File: config.mk
export PLATFORM = sky130hd
export DESIGN_NAME = prirv32_fetch_unit
export DESIGN_NICKNAME = d
export VERILOG_FILES = /design/src/rtl/prirv32_pkg.sv /design/src/rtl/prirv32_sync_fifo.sv /design/src/rtl/prirv32_fetch_unit.sv
export SDC_FILE = /design/constraint.sdc
export NUM_CORES = 1
export LEC_CHECK = 0
export BUFFER_PORTS_ARGS = -buffer_cell sky130_fd_sc_hd__buf_2
export CORE_ASPECT_RATIO = 0.9
export CORE_MARGIN = 3
export CORE_UTILIZATION = 55
export CTS_CLUSTER_DIAMETER = 150
export DETAILED_ROUTE_END_ITERATION = 10
export GPL_TIMING_DRIVEN = 0
export PLACE_DENSITY_LB_ADDON = 0.15
export RECOVER_POWER = 100
export SYNTH_ARGS = -nofsm -noshare
export SYNTH_HDL_FRONTEND = slang
export SYNTH_SLANG_ARGS = --single-unit
File: constraint.sdc
create_clock -name clk_in -period 8.7 [get_ports clk_in]
set_input_delay 1.74 -clock clk_in [delete_from_list [all_inputs] [get_ports clk_in]]
set_output_delay 1.74 -clock clk_in [all_outputs]
set_load 0.02 [all_outputs]
File: src/rtl/prirv32_pkg.sv
// prirv32_pkg: shared constants and types for the priRV32 front end.
//   XLEN        - architectural register / address width
//   NOP         - canonical ADDI x0,x0,0 encoding shown on the fetch output out of reset
//   ifu_state_t - fetch unit FSM encoding (BOOT, RUN, DRAIN)
package prirv32_pkg;

    localparam int XLEN = 32;

    localparam logic [XLEN-1:0] NOP = 32'h0000_0013;

    typedef enum logic [1:0] {
        ST_BOOT  = 2'd0,
        ST_RUN   = 2'd1,
        ST_DRAIN = 2'd2
    } ifu_state_t;

endpackage

File: src/rtl/prirv32_sync_fifo.sv
// prirv32_sync_fifo: single-clock FIFO with flush and an occupancy count.
//   clk, rst   - clock, synchronous active-high reset
//   flush      - empties the FIFO; a push or pop in the same cycle is ignored
//   push       - write push_data (accepted when not full, or when a pop frees a slot)
//   pop        - drop the head entry (ignored when empty)
//   head       - current head entry (combinational read)
//   count      - number of valid entries
//   full/empty - occupancy flags
module prirv32_sync_fifo #(
    parameter int WIDTH = 32,
    parameter int DEPTH = 2,
    localparam int CW = $clog2(DEPTH + 1)
) (
    input  logic             clk,
    input  logic             rst,
    input  logic             flush,
    input  logic             push,
    input  logic [WIDTH-1:0] push_data,
    input  logic             pop,
    output logic [WIDTH-1:0] head,
    output logic [CW-1:0]    count,
    output logic             full,
    output logic             empty
);

    localparam int PW = (DEPTH > 1) ? $clog2(DEPTH) : 1;

    logic [WIDTH-1:0] mem [DEPTH];
    logic [PW-1:0]    rd_ptr;
    logic [PW-1:0]    wr_ptr;
    logic             do_push;
    logic             do_pop;

    // Explicit wrap so a non power-of-two depth still indexes correctly.
    function automatic logic [PW-1:0] bump(input logic [PW-1:0] p);
        return (p == PW'(DEPTH - 1)) ? '0 : p + PW'(1);
    endfunction

    assign empty   = (count == '0);
    assign full    = (count == CW'(DEPTH));
    assign do_pop  = pop && !empty;
    assign do_push = push && (!full || do_pop);
    assign head    = mem[rd_ptr];

    always_ff @(posedge clk) begin
        if (rst || flush) begin
            rd_ptr <= '0;
            wr_ptr <= '0;
            count  <= '0;
        end else begin
            if (do_push) begin
                wr_ptr <= bump(wr_ptr);
            end
            if (do_pop) begin
                rd_ptr <= bump(rd_ptr);
            end
            case ({do_push, do_pop})
                2'b10:   count <= count + CW'(1);
                2'b01:   count <= count - CW'(1);
                default: count <= count;
            endcase
        end
    end

    // Storage carries no reset; only the pointers define what is valid.
    always_ff @(posedge clk) begin
        if (do_push && !flush) begin
            mem[wr_ptr] <= push_data;
        end
    end

endmodule

File: src/rtl/prirv32_fetch_unit.sv
// prirv32_fetch_unit: instruction fetch stage feeding the priRV32 decoder.
//   clk_in, rst_in        - clock, synchronous active-high reset
//   imem_req_o/addr_o     - word fetch request and its address
//   imem_gnt_i            - request accepted this cycle
//   imem_rvalid_i/rdata_i - in-order response, earliest one cycle after grant
//   redirect_i/pc_i       - branch/jump/trap redirect from execute (highest priority)
//   ifu_valid_o/ready_i   - valid/ready handshake to the decoder
//   ifu_pc_o/instr_o      - {pc, instr} of the buffer head; hold last values when empty
//   ifu_fault_o           - only with PRIRV32_IFU_MISALIGN_CHECK_EN: one-cycle pulse on
//                           a redirect whose target is not word aligned
//
// Handshakes: a request transfers on a cycle with imem_req_o && imem_gnt_i; an
// ungranted request may be withdrawn. An instruction transfers to the decoder on
// a cycle with ifu_valid_o && ifu_ready_i; while valid && !ready the outputs hold.
//
// Build option: define PRIRV32_IFU_MISALIGN_CHECK_EN to add misaligned-redirect
// detection; otherwise the low two target bits are silently cleared.
module prirv32_fetch_unit
    import prirv32_pkg::*;
#(
    parameter logic [XLEN-1:0] RESET_PC        = 32'h0000_0000,
    parameter int              FIFO_DEPTH      = 2,
    parameter int              MAX_OUTSTANDING = 2
) (
    input  logic            clk_in,
    input  logic            rst_in,
    output logic            imem_req_o,
    output logic [XLEN-1:0] imem_addr_o,
    input  logic            imem_gnt_i,
    input  logic            imem_rvalid_i,
    input  logic [XLEN-1:0] imem_rdata_i,
    input  logic            redirect_i,
    input  logic [XLEN-1:0] redirect_pc_i,
    output logic            ifu_valid_o,
    input  logic            ifu_ready_i,
    output logic [XLEN-1:0] ifu_pc_o,
`ifdef PRIRV32_IFU_MISALIGN_CHECK_EN
    output logic            ifu_fault_o,
`endif
    output logic [XLEN-1:0] ifu_instr_o
);

    localparam int TW = $clog2(MAX_OUTSTANDING + 1);
    localparam int BW = $clog2(FIFO_DEPTH + 1);

    ifu_state_t      state;
    ifu_state_t      state_next;
    logic [TW-1:0]   discard;
    logic [TW-1:0]   discard_next;
    logic [XLEN-1:0] fetch_pc;
    logic [XLEN-1:0] last_pc;
    logic [XLEN-1:0] last_instr;

    logic [XLEN-1:0]   tag_head;
    logic [TW-1:0]     tag_count;
    logic              tag_full;
    logic              tag_empty;
    logic [2*XLEN-1:0] ibuf_head;
    logic [BW-1:0]     ibuf_count;
    logic              ibuf_full;
    logic              ibuf_empty;

    logic tag_push;
    logic rsp_live;
    logic ibuf_pop;
    logic misaligned;
    logic fetch_en;
    logic pc_load;

`ifdef PRIRV32_IFU_MISALIGN_CHECK_EN
    logic fault_q;

    assign misaligned  = (redirect_pc_i[1:0] != 2'b00);
    assign ifu_fault_o = fault_q;

    // A misaligned redirect parks fetch until a well-formed redirect arrives.
    always_ff @(posedge clk_in) begin
        if (rst_in) begin
            fault_q  <= 1'b0;
            fetch_en <= 1'b1;
        end else begin
            fault_q <= redirect_i && misaligned;
            if (redirect_i) begin
                fetch_en <= !misaligned;
            end
        end
    end
`else
    logic unused_low_bits;

    assign misaligned      = 1'b0;
    assign fetch_en        = 1'b1;
    assign unused_low_bits = ^redirect_pc_i[1:0];
`endif

    assign pc_load = redirect_i && !misaligned;

    // Credit check counts both in-flight words and buffered words, so every
    // response that comes back is guaranteed a buffer slot.
    assign imem_req_o  = (state == ST_RUN) && fetch_en && !redirect_i && !tag_full &&
                         ((int'(tag_count) + int'(ibuf_count)) < FIFO_DEPTH);
    assign imem_addr_o = fetch_pc;
    assign tag_push    = imem_req_o && imem_gnt_i;

    // Only responses to requests issued since the last redirect are kept.
    assign rsp_live = imem_rvalid_i && (state == ST_RUN) && !tag_empty;
    assign ibuf_pop = ifu_valid_o && ifu_ready_i;

    assign ifu_valid_o = !ibuf_empty;
    assign ifu_pc_o    = ibuf_empty ? last_pc    : ibuf_head[2*XLEN-1:XLEN];
    assign ifu_instr_o = ibuf_empty ? last_instr : ibuf_head[XLEN-1:0];

    prirv32_sync_fifo #(
        .WIDTH (XLEN),
        .DEPTH (MAX_OUTSTANDING)
    ) u_tag_q (
        .clk       (clk_in),
        .rst       (rst_in),
        .flush     (redirect_i),
        .push      (tag_push),
        .push_data (fetch_pc),
        .pop       (rsp_live),
        .head      (tag_head),
        .count     (tag_count),
        .full      (tag_full),
        .empty     (tag_empty)
    );

    prirv32_sync_fifo #(
        .WIDTH (2 * XLEN),
        .DEPTH (FIFO_DEPTH)
    ) u_ibuf (
        .clk       (clk_in),
        .rst       (rst_in),
        .flush     (redirect_i),
        .push      (rsp_live),
        .push_data ({tag_head, imem_rdata_i}),
        .pop       (ibuf_pop),
        .head      (ibuf_head),
        .count     (ibuf_count),
        .full      (ibuf_full),
        .empty     (ibuf_empty)
    );

    always_ff @(posedge clk_in) begin
        if (rst_in) begin
            state   <= ST_BOOT;
            discard <= '0;
        end else begin
            state   <= state_next;
            discard <= discard_next;
        end
    end

    always_comb begin
        state_next   = state;
        discard_next = discard;
        case (state)
            ST_BOOT: begin
                state_next = ST_RUN;
            end
            ST_RUN: begin
                if (redirect_i) begin
                    // A response arriving in the redirect cycle is already accounted for.
                    discard_next = tag_count - TW'(rsp_live);
                    state_next   = (discard_next != '0) ? ST_DRAIN : ST_RUN;
                end
            end
            ST_DRAIN: begin
                if (imem_rvalid_i && discard != '0) begin
                    discard_next = discard - TW'(1);
                    if (discard_next == '0) begin
                        state_next = ST_RUN;
                    end
                end
            end
            default: begin
                state_next   = ST_BOOT;
                discard_next = '0;
            end
        endcase
    end

    always_ff @(posedge clk_in) begin
        if (rst_in) begin
            fetch_pc <= RESET_PC;
        end else if (pc_load) begin
            fetch_pc <= {redirect_pc_i[XLEN-1:2], 2'b00};
        end else if (tag_push) begin
            fetch_pc <= fetch_pc + 32'd4;
        end
    end

    // Shadow of the head so the decoder side keeps its last values when empty.
    always_ff @(posedge clk_in) begin
        if (rst_in) begin
            last_pc    <= '0;
            last_instr <= NOP;
        end else if (!ibuf_empty) begin
            last_pc    <= ibuf_head[2*XLEN-1:XLEN];
            last_instr <= ibuf_head[XLEN-1:0];
        end
    end

    always_ff @(posedge clk_in) begin
        if (!rst_in && state == ST_RUN) begin
            assert (!(imem_rvalid_i && tag_empty));
            assert (!(rsp_live && ibuf_full && !ibuf_pop));
        end
    end

endmodule

== Word-level counts from Yosys, hierarchy flattened ==
Memory sizes are Yosys's and may differ from the RTL's. A register that Yosys moved wholly into a read port is not among the register bits.
Index checks and enable logic that the tools add are counted.

* Flip-flop bits (word level): 108
* Output and inout port bits: 98
* Word-level logic and storage cells: 99
* Memories kept: 2
* Input port bits: 70
* Bits in writable memories: 192

* Equal/unequal tests: 11
* Reductions and logical operators: 34
* Mux-type cells: 26
* Magnitude comparators: 1
* Bitwise logic cells: 1
* $add $sub $neg: 12

{| class="wikitable"
|+ Memories
! name !! words !! bits a word !! rd ports !! clocked after Yosys merged registers in !! write ports !! RTL line !! text
|-
| u_ibuf.mem || 2 || 64 || 1 || 1 || 1 || prirv32_sync_fifo.sv:28 || <nowiki>logic [WIDTH-1:0] mem [DEPTH];</nowiki>
|-
| u_tag_q.mem || 2 || 32 || 1 || 1 || 1 || prirv32_sync_fifo.sv:28 ||
|}

{| class="wikitable"
|+ Operators with widths
! operator !! count
|-
| two-way mux 32 bit || 4
|-
| adder 32 x 3 -> 32 bit, second input constant || 1
|-
| logical AND 1 bit || 14
|-
| two-way mux 1 bit || 12
|-
| two-way mux 2 bit || 6
|-
| one-hot mux 2 bit (3 select lines) || 2
|-
| == test 2 bit, second input constant || 5
|-
| nonzero test 2 bit || 5
|-
| logical NOT 2 bit || 4
|-
| one-hot mux 2 bit (2 select lines) || 2
|-
| == test 2 x 1 -> 1 bit, second input constant || 3
|-
| != test 2 bit, second input constant || 3
|-
| AND reduction 3 bit || 2
|-
| subtractor 2 x 1 -> 2 bit, second input constant || 3
|-
| logical NOT 1 bit || 5
|-
| adder 1 bit, second input constant || 4
|-
| adder 2 x 1 -> 2 bit, second input constant || 2
|-
| adder 2 x 2 -> 3 bit || 1
|-
| logical OR 1 bit || 3
|-
| less-than comparator 3 x 2 -> 1 bit, second input constant || 1
|-
| OR reduction 2 bit || 1
|-
| subtractor 2 x 1 -> 2 bit || 1
|-
| inverter 1 bit || 1
|}

== Logic depth before layout (Yosys ltp) ==
* Depth after elaboration: 9
* Gate-level depth with buffers: 12
* Gate-level depth less buffers: 9

== Cells and area by module ==
Synthesis repeated with hierarchy kept, for this count alone.

* Cells, all modules: 863
* Area, all modules: 12155.4 µm²

{| class="wikitable"
|+ By module, submodules not included
! module !! instances !! seq. area each (µm²) !! area an instance (µm²) !! cells each
|-
| prirv32_sync_fifo at u_ibuf || 1 || 3943.8 || 4875.9 || 228
|-
| prirv32_fetch_unit || 1 || 1961.9 || 4709.5 || 506
|-
| prirv32_sync_fifo at u_tag_q || 1 || 2021.9 || 2570.0 || 129
|}

== Least setup slack after synthesis ==
Ideal clock, no wire load.

* Kind: input to register
* Start point: input port redirect_i
* End point: memory u_ibuf.mem[1][0] (netlist bit), enable pin
* Path buffers: 3
* Library setup time: 571 ps
* Arrival: 6898 ps
* Setup slack: 1231 ps
* Stages: 4
* Data required time: 8129 ps
* Path through: clkbuf_1 -> clkbuf_1 -> clkbuf_1 -> nor3b_1

* Longest elaborated chain between the ends: 4

{| class="wikitable"
|+ RTL lines
! element !! RTL line !! text
|-
| start, declared || prirv32_fetch_unit.sv:32 || <nowiki>input logic redirect_i,</nowiki>
|-
| logical NOT 1 bit || prirv32_sync_fifo.sv:67 || <nowiki>if (do_push && !flush) begin</nowiki>
|-
| logical AND 1 bit || prirv32_sync_fifo.sv:67 ||
|-
| two-way mux 1 bit || prirv32_sync_fifo.sv:67 ||
|-
| two-way mux 1 bit (not written as such) || prirv32_sync_fifo.sv:68 || <nowiki>mem[wr_ptr] <= push_data;</nowiki>
|-
| end, declared || prirv32_sync_fifo.sv:28 ||
|}

Every way passes these cells.

== Worst setup path after layout ==
* Start point: input port redirect_i
* End point: memory u_tag_q.mem[0][13], enable pin

* Longest elaborated chain between the ends: 9

{| class="wikitable"
|+ RTL lines
! element !! RTL line !! text
|-
| logical NOT 1 bit * || prirv32_sync_fifo.sv:67, prirv32_fetch_unit.sv:100 ||
|-
| logical AND 1 bit (3 in series) || prirv32_fetch_unit.sv:100 || <nowiki>assign imem_req_o = (state == ST_RUN) && fetch_en && !redirect_i && !tag_full &&</nowiki>
|-
| logical AND 1 bit || prirv32_fetch_unit.sv:103 || <nowiki>assign tag_push = imem_req_o && imem_gnt_i;</nowiki>
|-
| logical AND 1 bit || prirv32_sync_fifo.sv:42 || <nowiki>assign do_push = push && (!full || do_pop);</nowiki>
|-
| logical AND 1 bit * || prirv32_sync_fifo.sv:67 ||
|-
| two-way mux 1 bit * || prirv32_sync_fifo.sv:67 ||
|-
| two-way mux 1 bit (not written as such) * || prirv32_sync_fifo.sv:68 ||
|-
| end, declared || prirv32_sync_fifo.sv:28 ||
|}

Mark *: on every way between the ends. The rest lies on a longest branch, timed or not.

==> impl_metrics.ini <==
[critical_path]
cp_cell_sequence = clkbuf_1 > nor4b_1 > and3_1 > clkbuf_1 > inv_1 > clkbuf_1 > clkbuf_1 > nor2_1
start_kind = input port
cp_max_fo = 30
arrival_ns = 6.05
reg2reg_slack_ns = 3.02
r2r_end = u_tag_q.mem[0][13]
worstPathRequired_ns = 8.78
crit_slowest_cell = nor2_1
crit_path_end_kind = flip-flop
timing.rr.start = u_tag_q.count[0]
critPathMostFrequentCell = clkbuf_1
cpPeakStageDelay_ns = 2.04
rr_worst_depth = 9
critical_path_class = in2reg

[min_path]
hp-start = discard[1]
min_path_type = reg2reg
hold_depth = 2
whs_endpoint = discard[1]

[sta]
fin_skew_ns = 0.0156
setup_tns_ns = 0
post-route-min-period_ns = 5.97
hold_viol_final = 0
setup_ws_ns = 2.73
slew_viol_final = 62
worstMarginPinSlew_ns = 2.66
finalCritPeriodShare_pct = 68.6
slew-limit-headroom_pct = -77.9
max_freq_mhz = 168
rsz0062_at_grt = false
finalSetupViolCount = 0

[die]
die-area_um2 = 22700
coreArea_um2 = 20200
io_pins = 168
rows = 49
initial_core_util_pct = 56.8
die_w_um = 158
dieHeight_um = 143

[clock_tree]
numCtsBuffers = 29
numClockSinks = 292
clock_latency_ns = 0.53
cts-resized-gates = 0
cts_hold_buf = 0
cts.path.max_buffers = 3
cts_root_buf = clkbuf_16
clkTransAtPathRegs_ns = 0.06
cts_tree = done
post_cts_buffers = 0
ctsHtreeMaxLevel = 1

[global_route]
antenna_found_initial = 0
gr-total-overflow = 0
grt_pass1_vias = 7260
grt_first_pass_wirelength_mm = 38.1
grt_max_degree = 31
grt.total_usage_pct = 21.2

[routing]
viasPerCell = 5.48
wl_met2_mm = 10.9
detail-route-antenna-nets = 0
wl_met1_mm = 11.1
wl_mm = 24.3
remaining_drc_errors = 0
dr_total_vias = 7568
routed.top_layer = met4
drt_iter0_markers = 625
dr.pass1.iters = 4
wl_met3_mm = 1.79
wl_per_cell_um = 17.6

[power_and_ir_drop]
max-vdd-ir-drop_mv = 0.202
power.density_nw_per_um2 = 210
power_w = 0.00283
leakagePower_nw = 4.52

[finish]
syn2layout_area_growth_pct = 17.1
final_cell_mix = 184 x edfxtp_1, 169 x clkbuf_1, 108 x dfxtp_1
postLayoutCellArea_um2 = 13500
num-fill-cells = 1585
fin_nets = 1185
drive_above_1_share_pct = 10.8
final_common_cell = edfxtp_1

[logic_synthesis]
postSynthAreaPerCell_um2 = 12.8
ys_ff_latch = 292
ys_warn_count = 0
async_flop_share_pct = 0
synth_flop_cell = edfxtp_1
synth_compound_area_share_pct = 7.20
synthMuxAreaShare_pct = 8.94
synthDistinctLibCells = 56
synth_top_family_by_area = simple AND/OR/NAND/NOR gates
syn_area_um2 = 11500
synth_edf_count = 184
netlist_instances = 898
synthSimpleGateAreaFrac_pct = 12.5
synth_xor_area_share_pct = 0.991
synthAdderAreaFrac_pct = 1.26
synth_seq_area_share_pct = 66.9

[place]
gp_congestion = 0.927
place_hpwl_mm = 17.0
place_area_um2 = 12800
port_buffers = 162
dp_slack_ns = 4.14

[outcome]
status = finished with violations
violations = max-capacitance violations, max-slew violations

[run]
max_cap_viol_count = 2
-- power breakdown --
part | switching (W) | internal (W)
Combinational | 0.0000665 | 0.0000364
Clock | 0.000494 | 0.000723
Sequential | 0.0000216 | 0.00149
Total | 0.000582 | 0.00224
-- worst max-delay path, delay by kind of cell --
family                 cells  cell delay, ns
buffers and inverters      5            1.24
AND/OR/NAND/NOR            3            3.06
-- cell usage after synthesis (4+ instances only) --
cell type / n / area share (%)
nand2b_1: 11 / 0.60
buf_1: 4 / 0.13
o21ai_0: 81 / 3.5
xor2_1: 5 / 0.38
nand2_1: 85 / 2.8
nor2_1: 37 / 1.2
nand4_1: 17 / 0.93
xnor2_1: 8 / 0.61
ha_1: 10 / 1.1
clkbuf_1: 42 / 1.4
a22oi_1: 4 / 0.26
mux2i_1: 64 / 5.6
edfxtp_1: 184 / 48
nor2b_1: 4 / 0.22
nand3_1: 13 / 0.57
and2_1: 67 / 3.6
a21oi_1: 25 / 1.1
nand3b_1: 4 / 0.26
a31oi_1: 16 / 0.87
dfxtp_1: 108 / 19
mux2_2: 33 / 3.2
or3_1: 6 / 0.33
nor3_1: 6 / 0.26
nor4_1: 4 / 0.22
inv_1: 13 / 0.42
and3_1: 5 / 0.27
-- cell type report --
cell class | count | area (um^2) | area share, %
Antenna cell | 1 | 2.50 | 0.0186
Buffer | 49 | 191 | 1.42
Clock buffer | 37 | 786 | 5.84
Clock inverter | 16 | 154 | 1.14
Inverter | 14 | 52.6 | 0.390
Multi-Input combinational cell | 544 | 3540 | 26.3
Sequential cell | 292 | 7690 | 57.1
Tap cell | 255 | 319 | 2.37
Timing Repair Buffer | 174 | 724 | 5.38
-- state kept, by name, summed over array words and instances, names as in the netlist, 2 cells and up, named ones only --
register,cells
discard,2
imem_addr_o,30
last_instr,32
last_pc,32
state,2
u_ibuf.count,2
u_ibuf.mem,124
u_tag_q.count,2
u_tag_q.mem,60
-- kinds of logic after synthesis --
family,after synthesis
XOR/XNOR,13
buffers and inverters,63
AND/OR/NAND/NOR,274
other,1
multiplexers,98
AO/OA/AOI/OAI,146
flip-flops,292
adder cells (fa/ha/maj),11
-- how the worst max path moves through the flow --
stage | to | start | slack, ns | cells past startpoint
after floorplan | u_ibuf.mem[1][0] | redirect_i | 1.23 | 4
after global placement | u_ibuf.mem[1][34] | redirect_i | -2.19 | 5
after detailed placement | u_tag_q.mem[0][3] | redirect_i | 4.14 | 8
after CTS | ifu_pc_o[27] | u_ibuf.count[0] | 3.92 | 7
after global routing | u_tag_q.mem[0][13] | redirect_i | 2.36 | 8
final | u_tag_q.mem[0][13] | redirect_i | 2.73 | 8
-- per-stage QoR --
stage	hold slack, ns	instances	utilization (%)
2_1_floorplan	0.444	899	-
3_3_place_gp	0.460	1316	62.4
3_5_place_dp	0.468	1328	63.2
4_1_cts	0.481	1381	67.8
5_1_grt	0.503	1381	66.5
6_report	0.478	1382	66.5
-- routing by layer --
layer | vias up | GRT usage (%)
met2 | 254 | 33.6
li1 | 3674 | -
met3 | 43 | 4.30
met5 | - | 0
met4 | 0 | 5.21
met1 | 3597 | 30.6
Power figures use the tool's default switching activity.
